## config.mk

```make
export PLATFORM = sky130hd
export DESIGN_NAME = hrm_mem_arbiter_flat
export DESIGN_NICKNAME = d
export VERILOG_FILES = /design/src/rtl/hrm_mem_arbiter_pkg.sv /design/src/rtl/hrm_mem_arbiter_if.sv /design/src/rtl/hrm_mem_arbiter.sv /design/src/flat_wrapper.sv
export SDC_FILE = /design/constraint.sdc
export NUM_CORES = 1
export LEC_CHECK = 0
export ABC_CLOCK_PERIOD_IN_PS = 2100
export BUFFER_PORTS_ARGS = -buffer_cell sky130_fd_sc_hd__buf_4
export CAP_MARGIN = 20
export CORE_MARGIN = 2
export CORE_UTILIZATION = 39
export DETAILED_ROUTE_END_ITERATION = 16
export GPL_ROUTABILITY_DRIVEN = 0
export PLACE_DENSITY = 0.75
export SYNTH_ARGS = -nofsm -noshare
export SYNTH_HDL_FRONTEND = slang
export SYNTH_SLANG_ARGS = --single-unit
```

## constraint.sdc

```tcl
create_clock -name clk -period 2.1 [get_ports clk]
set_clock_uncertainty 0.1 [all_clocks]
set_input_delay 0.315 -clock clk [delete_from_list [all_inputs] [get_ports clk]]
set_output_delay 0.315 -clock clk [all_outputs]
set_load 0.01 [all_outputs]
```

## src/rtl/hrm_mem_arbiter_pkg.sv

```systemverilog
// hrm_pkg: shared definitions for the data-RAM arbiter slice.
//   AW_DEF / DW_DEF  default address / data widths of the CPU data RAM
//   STARVE_DEF       default debug wait limit before a forced CPU stall
//   WCNT_W           width of the debug wait counter (limit range 0..255)
//   IDLE / ACK       state encoding of the arbiter FSM, wrapped in state_t
package hrm_pkg;

  localparam int AW_DEF     = 8;
  localparam int DW_DEF     = 8;
  localparam int STARVE_DEF = 15;
  localparam int WCNT_W     = 8;

  localparam logic IDLE = 1'b0;
  localparam logic ACK  = 1'b1;

  typedef enum logic {
    ST_IDLE = IDLE,
    ST_ACK  = ACK
  } state_t;

endpackage

```

## src/rtl/hrm_mem_arbiter_if.sv

```systemverilog
// hrm_mem_arbiter_if: bundle of the three sides of the shared data RAM.
//   cpu_*  CPU datapath request (req/we/addr/wdata in, rdata/stall out)
//   dbg_*  debug/monitor host request (req/we/addr/wdata in, ack/rdata out)
//   mem_*  single-port synchronous RAM (addr/we/wdata out, rdata in)
// Modports:
//   slave  - the arbiter's view (consumes requests, drives the RAM)
//   master - the surrounding system's view (CPU, debug host and RAM)
interface hrm_mem_arbiter_if
  import hrm_pkg::*;
#(
  parameter int AW = AW_DEF,
  parameter int DW = DW_DEF
);

  logic          cpu_req;
  logic          cpu_we;
  logic [AW-1:0] cpu_addr;
  logic [DW-1:0] cpu_wdata;
  logic [DW-1:0] cpu_rdata;
  logic          cpu_stall;

  logic          dbg_req;
  logic          dbg_we;
  logic [AW-1:0] dbg_addr;
  logic [DW-1:0] dbg_wdata;
  logic          dbg_ack;
  logic [DW-1:0] dbg_rdata;

  logic [AW-1:0] mem_addr;
  logic          mem_we;
  logic [DW-1:0] mem_wdata;
  logic [DW-1:0] mem_rdata;

  modport slave (
    input  cpu_req, cpu_we, cpu_addr, cpu_wdata,
    input  dbg_req, dbg_we, dbg_addr, dbg_wdata,
    input  mem_rdata,
    output cpu_rdata, cpu_stall,
    output dbg_ack, dbg_rdata,
    output mem_addr, mem_we, mem_wdata
  );

  modport master (
    output cpu_req, cpu_we, cpu_addr, cpu_wdata,
    output dbg_req, dbg_we, dbg_addr, dbg_wdata,
    output mem_rdata,
    input  cpu_rdata, cpu_stall,
    input  dbg_ack, dbg_rdata,
    input  mem_addr, mem_we, mem_wdata
  );

endinterface

```

## src/rtl/hrm_mem_arbiter.sv

```systemverilog
// hrm_mem_arbiter: shares the CPU's single-port synchronous data RAM with a
// debug/monitor host. The CPU owns the port with no added latency; the
// debugger takes idle cycles, and after STARVE refused cycles it is granted
// anyway, which stalls the CPU for exactly one cycle.
// Ports:
//   clk    clock
//   i_rst  synchronous active-high reset
//   bus    hrm_mem_arbiter_if.slave (cpu_*, dbg_*, mem_* groups)
// Parameters:
//   AW, DW  address / data width
//   STARVE  refused-cycle limit for a pending debug request, 0..255
module hrm_mem_arbiter
  import hrm_pkg::*;
#(
  parameter int AW     = AW_DEF,
  parameter int DW     = DW_DEF,
  parameter int STARVE = STARVE_DEF
) (
  input  logic             clk,
  input  logic             i_rst,
  hrm_mem_arbiter_if.slave bus
);

  localparam logic [WCNT_W-1:0] STARVE_LIM = WCNT_W'(STARVE);
  localparam logic [WCNT_W-1:0] CNT_ONE    = WCNT_W'(1);

  state_t              state_reg;
  logic [WCNT_W-1:0]   wait_cnt_reg;
  logic                dbg_ack_reg;
  logic                dbg_we_reg;
  logic [DW-1:0]       dbg_rdata_reg;
  logic                cpu_rd_d_reg;
  logic [DW-1:0]       cpu_hold_reg;

  logic                starve_hit;
  logic                dbg_grant;
  logic [AW-1:0]       mem_addr_mux;
  logic [DW-1:0]       mem_wdata_mux;
  logic                mem_we_mux;

  assign starve_hit = (wait_cnt_reg == STARVE_LIM);

  // Reset masks the grant so that during reset the RAM port simply follows
  // the CPU and no debug write can slip into the RAM.
  assign dbg_grant = (state_reg == ST_IDLE) & ~i_rst & bus.dbg_req &
                     (~bus.cpu_req | starve_hit);

  always_comb begin
    mem_addr_mux  = bus.cpu_addr;
    mem_wdata_mux = bus.cpu_wdata;
    mem_we_mux    = bus.cpu_req & bus.cpu_we;
    if (dbg_grant) begin
      mem_addr_mux  = bus.dbg_addr;
      mem_wdata_mux = bus.dbg_wdata;
      mem_we_mux    = bus.dbg_we;
    end
  end

  assign bus.mem_addr  = mem_addr_mux;
  assign bus.mem_wdata = mem_wdata_mux;
  assign bus.mem_we    = mem_we_mux;

  // A grant while the CPU is also asking means the CPU's access was not
  // performed; it must hold state and re-present the same request.
  assign bus.cpu_stall = dbg_grant & bus.cpu_req;

  // The RAM output belongs to the CPU only in the cycle after a CPU read;
  // otherwise show the last CPU read result so a stall or a debug read
  // does not disturb what the CPU is consuming.
  assign bus.cpu_rdata = cpu_rd_d_reg ? bus.mem_rdata : cpu_hold_reg;

  assign bus.dbg_ack   = dbg_ack_reg;
  assign bus.dbg_rdata = dbg_rdata_reg;

  always_ff @(posedge clk) begin
    if (i_rst) begin
      state_reg     <= ST_IDLE;
      wait_cnt_reg  <= '0;
      dbg_ack_reg   <= 1'b0;
      dbg_we_reg    <= 1'b0;
      dbg_rdata_reg <= '0;
      cpu_rd_d_reg  <= 1'b0;
      cpu_hold_reg  <= '0;
    end else begin
      cpu_rd_d_reg <= bus.cpu_req & ~bus.cpu_we & ~dbg_grant;
      if (cpu_rd_d_reg) begin
        cpu_hold_reg <= bus.mem_rdata;
      end

      case (state_reg)
        ST_IDLE: begin
          if (dbg_grant) begin
            state_reg    <= ST_ACK;
            dbg_ack_reg  <= 1'b1;
            dbg_we_reg   <= bus.dbg_we;
            wait_cnt_reg <= '0;
          end else if (bus.dbg_req & bus.cpu_req & ~starve_hit) begin
            wait_cnt_reg <= wait_cnt_reg + CNT_ONE;
          end
        end
        ST_ACK: begin
          // RAM output now carries the word addressed in the grant cycle.
          state_reg   <= ST_IDLE;
          dbg_ack_reg <= 1'b0;
          if (!dbg_we_reg) begin
            dbg_rdata_reg <= bus.mem_rdata;
          end
        end
        default: begin
          state_reg   <= ST_IDLE;
          dbg_ack_reg <= 1'b0;
        end
      endcase
    end
  end

endmodule

```

## src/flat_wrapper.sv

```systemverilog
// flat-port wrapper written by rule: the top's interface ports become plain ports
module hrm_mem_arbiter_flat import hrm_pkg::*;
#(
  parameter int AW     = AW_DEF,
  parameter int DW     = DW_DEF,
  parameter int STARVE = STARVE_DEF
)
  (clk, i_rst, bus_cpu_req, bus_cpu_we, bus_cpu_addr, bus_cpu_wdata, bus_dbg_req, bus_dbg_we, bus_dbg_addr, bus_dbg_wdata, bus_mem_rdata, bus_cpu_rdata, bus_cpu_stall, bus_dbg_ack, bus_dbg_rdata, bus_mem_addr, bus_mem_we, bus_mem_wdata);
  hrm_mem_arbiter_if #(.AW(AW), .DW(DW)) bus_i ();
  input  logic clk;
  input  logic i_rst;
  input wire logic [$bits(bus_i.cpu_req)-1:0] bus_cpu_req;
  input wire logic [$bits(bus_i.cpu_we)-1:0] bus_cpu_we;
  input wire logic [$bits(bus_i.cpu_addr)-1:0] bus_cpu_addr;
  input wire logic [$bits(bus_i.cpu_wdata)-1:0] bus_cpu_wdata;
  input wire logic [$bits(bus_i.dbg_req)-1:0] bus_dbg_req;
  input wire logic [$bits(bus_i.dbg_we)-1:0] bus_dbg_we;
  input wire logic [$bits(bus_i.dbg_addr)-1:0] bus_dbg_addr;
  input wire logic [$bits(bus_i.dbg_wdata)-1:0] bus_dbg_wdata;
  input wire logic [$bits(bus_i.mem_rdata)-1:0] bus_mem_rdata;
  output wire logic [$bits(bus_i.cpu_rdata)-1:0] bus_cpu_rdata;
  output wire logic [$bits(bus_i.cpu_stall)-1:0] bus_cpu_stall;
  output wire logic [$bits(bus_i.dbg_ack)-1:0] bus_dbg_ack;
  output wire logic [$bits(bus_i.dbg_rdata)-1:0] bus_dbg_rdata;
  output wire logic [$bits(bus_i.mem_addr)-1:0] bus_mem_addr;
  output wire logic [$bits(bus_i.mem_we)-1:0] bus_mem_we;
  output wire logic [$bits(bus_i.mem_wdata)-1:0] bus_mem_wdata;
  assign bus_i.cpu_req = bus_cpu_req;
  assign bus_i.cpu_we = bus_cpu_we;
  assign bus_i.cpu_addr = bus_cpu_addr;
  assign bus_i.cpu_wdata = bus_cpu_wdata;
  assign bus_i.dbg_req = bus_dbg_req;
  assign bus_i.dbg_we = bus_dbg_we;
  assign bus_i.dbg_addr = bus_dbg_addr;
  assign bus_i.dbg_wdata = bus_dbg_wdata;
  assign bus_i.mem_rdata = bus_mem_rdata;
  assign bus_cpu_rdata = bus_i.cpu_rdata;
  assign bus_cpu_stall = bus_i.cpu_stall;
  assign bus_dbg_ack = bus_i.dbg_ack;
  assign bus_dbg_rdata = bus_i.dbg_rdata;
  assign bus_mem_addr = bus_i.mem_addr;
  assign bus_mem_we = bus_i.mem_we;
  assign bus_mem_wdata = bus_i.mem_wdata;
  hrm_mem_arbiter #(.AW(AW), .DW(DW), .STARVE(STARVE)) u_core (.clk(clk), .i_rst(i_rst), .bus(bus_i));
endmodule
```

### After elaboration in Yosys (flattened, before gate mapping)

Index checks and enable logic that the tools add are counted.

* flip-flop bits (word level): 28
* input bits: 46
* output and inout bits: 35
* logic and storage cells: 41

* $add $sub $neg: 1
* equal/unequal tests: 2
* multiplexer cells: 10
* bitwise gates (word level): 17
* reduce and logical (&&, ||, !) cells: 4

Operators by type and width (count)
* 2-to-1 mux 8 bit: 5
* bitwise AND 1 bit: 9
* adder 8 x 1 -> 8 bit, second input constant: 1
* == test 8 x 4 -> 1 bit, second input constant: 1
* NOT 1 bit: 7
* AND reduction 2 bit: 3
* case mux 1 bit (2 select lines): 2
* 2-to-1 mux 1 bit: 3
* inequality test 2 x 1 -> 1 bit, second input constant: 1
* nonzero test 2 bit: 1
* OR 1 bit: 1

### Depth between registers and ports, before layout

* depth after elaboration: 6
* depth in mapped cells: 7
* mapped depth without buffers: 6

### Worst setup path after synthesis

OpenSTA, ideal clock, no wires.

* path kind: reg2out
* start: register u_core.wait_cnt_reg[7]
* end: output bus_mem_addr[0]
* arrival time: 1.625 ns
* required time: 1.685 ns
* slack: 0.060 ns
* stages on the path, launching flop included: 6
* path buffers: 1
* cells stage by stage: dfxtp_1 > or4_4 > o21ai_4 > nand2_4 > buf_6 > mux2_4

* longest elaborated chain between the ends: 4

RTL lines
* start: declaration: RTL line hrm_mem_arbiter.sv:28 `logic [WCNT_W-1:0] wait_cnt_reg;`
* start signal: assignment: RTL line hrm_mem_arbiter.sv:98 `wait_cnt_reg <= wait_cnt_reg + CNT_ONE;`
* == test 8 x 4 -> 1 bit: RTL line hrm_mem_arbiter.sv:41 `assign starve_hit = (wait_cnt_reg == STARVE_LIM);`
* OR 1 bit: RTL line hrm_mem_arbiter.sv:46 `(~bus.cpu_req | starve_hit);`
* bitwise AND 1 bit: RTL line hrm_mem_arbiter.sv:45 `assign dbg_grant = (state_reg == ST_IDLE) & ~i_rst & bus.dbg_req &`
* 2-to-1 mux 8 bit: RTL line hrm_mem_arbiter.sv:52 `if (dbg_grant) begin`
* end: declaration: RTL line flat_wrapper.sv:25 `output wire logic [$bits(bus_i.mem_addr)-1:0] bus_mem_addr;`

No other way between the ends.

### Final worst setup path

* start: register u_core.wait_cnt_reg[6]
* end: output bus_mem_addr[0]

Same word-level chain as after synthesis.

==> summary.md <==
| Metric | Value |
|---|---|
| Outcome | complete, but fails checks |
| Violated checks | negative setup slack |
| Reg-to-Reg End | u_core.wait_cnt_reg[5] |
| Drt via density | approximately 5 |
| Routed len/inst | roughly 14 um |
| R2r setup slk | roughly 0.14 ns |
| CP max-delay cell | or4_4 |
| Nets | 280 |
| CP delay by family, top | simple AND/OR/NAND/NOR gates |
| Top FF cell, synth | dfxtp_1 |
| Setup crit start kind | flip-flop |
| Critical path cell sequence | or4_4, o21ai_4, buf_12, nand2_4, mux2_4, buf_4 |
| Yosys reg bits | 28 |
| Share of layout cells above drive strength 1 | 56.5% |
| # rows | 21 |
| Mapped Area | 1400 um2 |
| Root Buffer | clkbuf_4 |
| Post-route ant nets | 0 |
| H-Tree Depth | 1 |
| Synth warn | 0 |
| Area occupied by multi-input gates | 841 um2 |
| Critical Path Stages | 6 |
| CTS max path bufs | 2 |
| Area leader, netlist | dfxtp_1 |
| Largest net degree at the start of global routing | 20 |
| Post-synthesis cell type count | 33 |
| CP Buf/Inv Count | 2 |
| Fin. max-slew vios | 0 |
| Worst hold path class | input pin to flip-flop |
| Peak supply drop | 0.264 mV |
| Starting density of the core | 41.3% |
| Sequential area share after synthesis | between 40 and 50% |
| Max_cap viols | 0 |
| DRC viols | 0 |
| Worst skew pair latency | roughly 0.32 ns |
| CTS sink cnt | 28 |
| Finished Layout Cells | 278 |
| Reg2Reg Launch Point | u_core.wait_cnt_reg[0] |
| Dpl ws | -0.0388 ns |
| Synthesized net count | 187 |
| Worst Setup SP | u_core.wait_cnt_reg[6] |
| CP endpoint | bus_mem_addr[0] |
| Setup Crit Path Kind | flip-flop to output pin |
| Die height | 63.9 um |
| Worst setup EP type | output pin |
| Reg clk slew, reported paths | 0.15 ns |
| Core area | 3390 um2 |
| Post-synth ARST share | 0% |
| Via count | between 1k and 1.5k |
| Port buffer count | 80 |
| Final hold vios | 0 |
| Grt ovf | 0 |
| Crit path DAT | 2.07 ns |
| Final setup vio count | 18 |
| Lkg Pwr | between 1 and 1.5 nW |
| FF-to-FF path depth | 7 |
| Detailed Place HPWL | 2920 um |
| Synthesized area per cell | 9.99 um2 |
| Die ar. | 4080 um2 |
| WL final | 3880 um |
| CTS tree | done |
| P&R area growth vs syn | 60.1% |
| Max FO, Critical Path | 5 |
| Top sig layer | met4 |
| Fin crit share | 118% |
| Register cell area after layout | around 560 um2 |
| Peak Freq | a little over 400 MHz |
| WL met2 | 1950 um |
| GRT Total Usage | 19.8% |
| Vias in the first global route | roughly 1.4k |
| Met1 WL | 1530 um |
| Yosys top cell area share | 40.1% |
| Worst slew pin tran | 0.545 ns |
| Initial drt markers | 35 |
| Max-slew headroom | 63.6% |
| Pwr dens | about 530 nW/um2 |
| Hold Buf Count CTS | 0 |
| Post-synth EDFFs | 0 |
| CTS buffer count | 3 |
| DIE WIDTH | 63.9 um |
| Placed cells | 269 |
| Fin crit period | roughly 2.5 ns |
| Worst stage delay on the critical path | 0.55 ns |
| Synth area leaders | dfxtp_1 40%, mux2_2 13%, mux2_4 8.6% |
| Ant. Diodes | 0 |
| Initial antenna violation count | 0 |
| I/O pin total | between 80 and 90 |
| Met3 wire length | 306 um |
| RSZ-0062 raised after global routing | yes |
| DRT Pass-1 Iters | 4 |
| # fillers | 287 |
| First-pass GRT wire length | about 6400 um |
| Worst Setup Slack, final | -0.384 ns |
| Crit path required time | 1.68 ns |
| Mapped Cells | 140 |
| WHS | ~0.058 ns |
Yosys cell counts (all sizes together), types with 2 or more instances:
library cell	count
o21a	2
inv	2
o21ai	4
dfxtp	28
nand2	12
clkbuf	5
a21oi	7
or4	4
nand3	5
nor2b	2
and2	8
a31oi	2
mux2	24
nor2	11
buf	2
mux2i	8
nor4b	2
o211ai	2
cells by family after synthesis:
group | count (synthesis) | synth area share, %
flops | 28 | 40.1
simple gates | 52 | 20.6
mux | 32 | 27.2
compound gates | 18 | 8.32
fa+ha+maj | 1 | 0.894
buf+inv | 9 | 2.95
where the power goes:
group	switching, mW	internal [mW]
Sequential	0.00860	0.547
Clock	0.154	0.193
Combinational	0.111	0.167
layout make-up:
class                           instances  area share, %
Clock inverter                          1           1.34
Timing Repair Buffer                   92           32.1
Multi-Input combinational cell        106           37.5
Inverter                                2          0.335
Sequential cell                        28           25.1
Clock buffer                            3           1.01
Tap cell                               46           2.57
cell usage in the layout, fill, tap and decap left out, drive strengths merged, types with 2 or more instances in the layout:
cell type | synthesis | layout
o21ai | 4 | 4
buf | 2 | 92
a31oi | 2 | 2
or4 | 4 | 4
nor2b | 2 | 2
o21a | 2 | 2
mux2i | 8 | 8
inv | 2 | 2
and2 | 8 | 8
nor2 | 11 | 11
nand2 | 12 | 15
nand3 | 5 | 5
a21oi | 7 | 7
nor4b | 2 | 2
clkbuf | 5 | 3
o211ai | 2 | 2
dfxtp | 28 | 28
mux2 | 24 | 24
repair_timing:
action / 4_1_cts / 5_1_grt
pin swaps: 2 / 1
resized for setup: 8 / 2
setup buffers: 2 / 0
endpoints found under the hold margin: 0 / 0
gates cloned: 3 / 0
endpoints found under the setup margin: 18 / 18
worst min-delay path by stage:
stage	from	slack [ns]	endpoint	depth (start not counted)
6_report	bus_cpu_we	0.06	u_core.cpu_rd_d_reg	2
5_1_grt	bus_cpu_we	0.03	u_core.cpu_rd_d_reg	2
4_1_cts	bus_cpu_we	0.06	u_core.cpu_rd_d_reg	2
3_5_place_dp	u_core.bus.dbg_ack	0.34	u_core.bus.dbg_ack	2
3_3_place_gp	u_core.bus.dbg_ack	0.33	u_core.bus.dbg_ack	2
2_1_floorplan	bus_cpu_we	0.29	u_core.cpu_rd_d_reg	1
metrics by stage:
step	util (%)	cell area, um2	power, mW	TNS, ns
4_1_cts	65.9	2230	1.19	-7.02
3_5_place_dp	61.9	2100	0.827	-0.436
2_1_floorplan	-	1400	0.680	0
6_report	66.1	2240	1.18	-6.51
3_3_place_gp	61.9	2100	0.824	-0.0902
5_1_grt	66.1	2240	1.24	-7.77
routing by layer:
| metal | track usage (%) | up-vias |
|---|---|---|
| met5 | 0 | - |
| met4 | 8.15 | 0 |
| met3 | 4.58 | 6 |
| met2 | 37.2 | 72 |
| met1 | 20.9 | 632 |
| li1 | - | 683 |
Power figures use the tool's default switching activity.
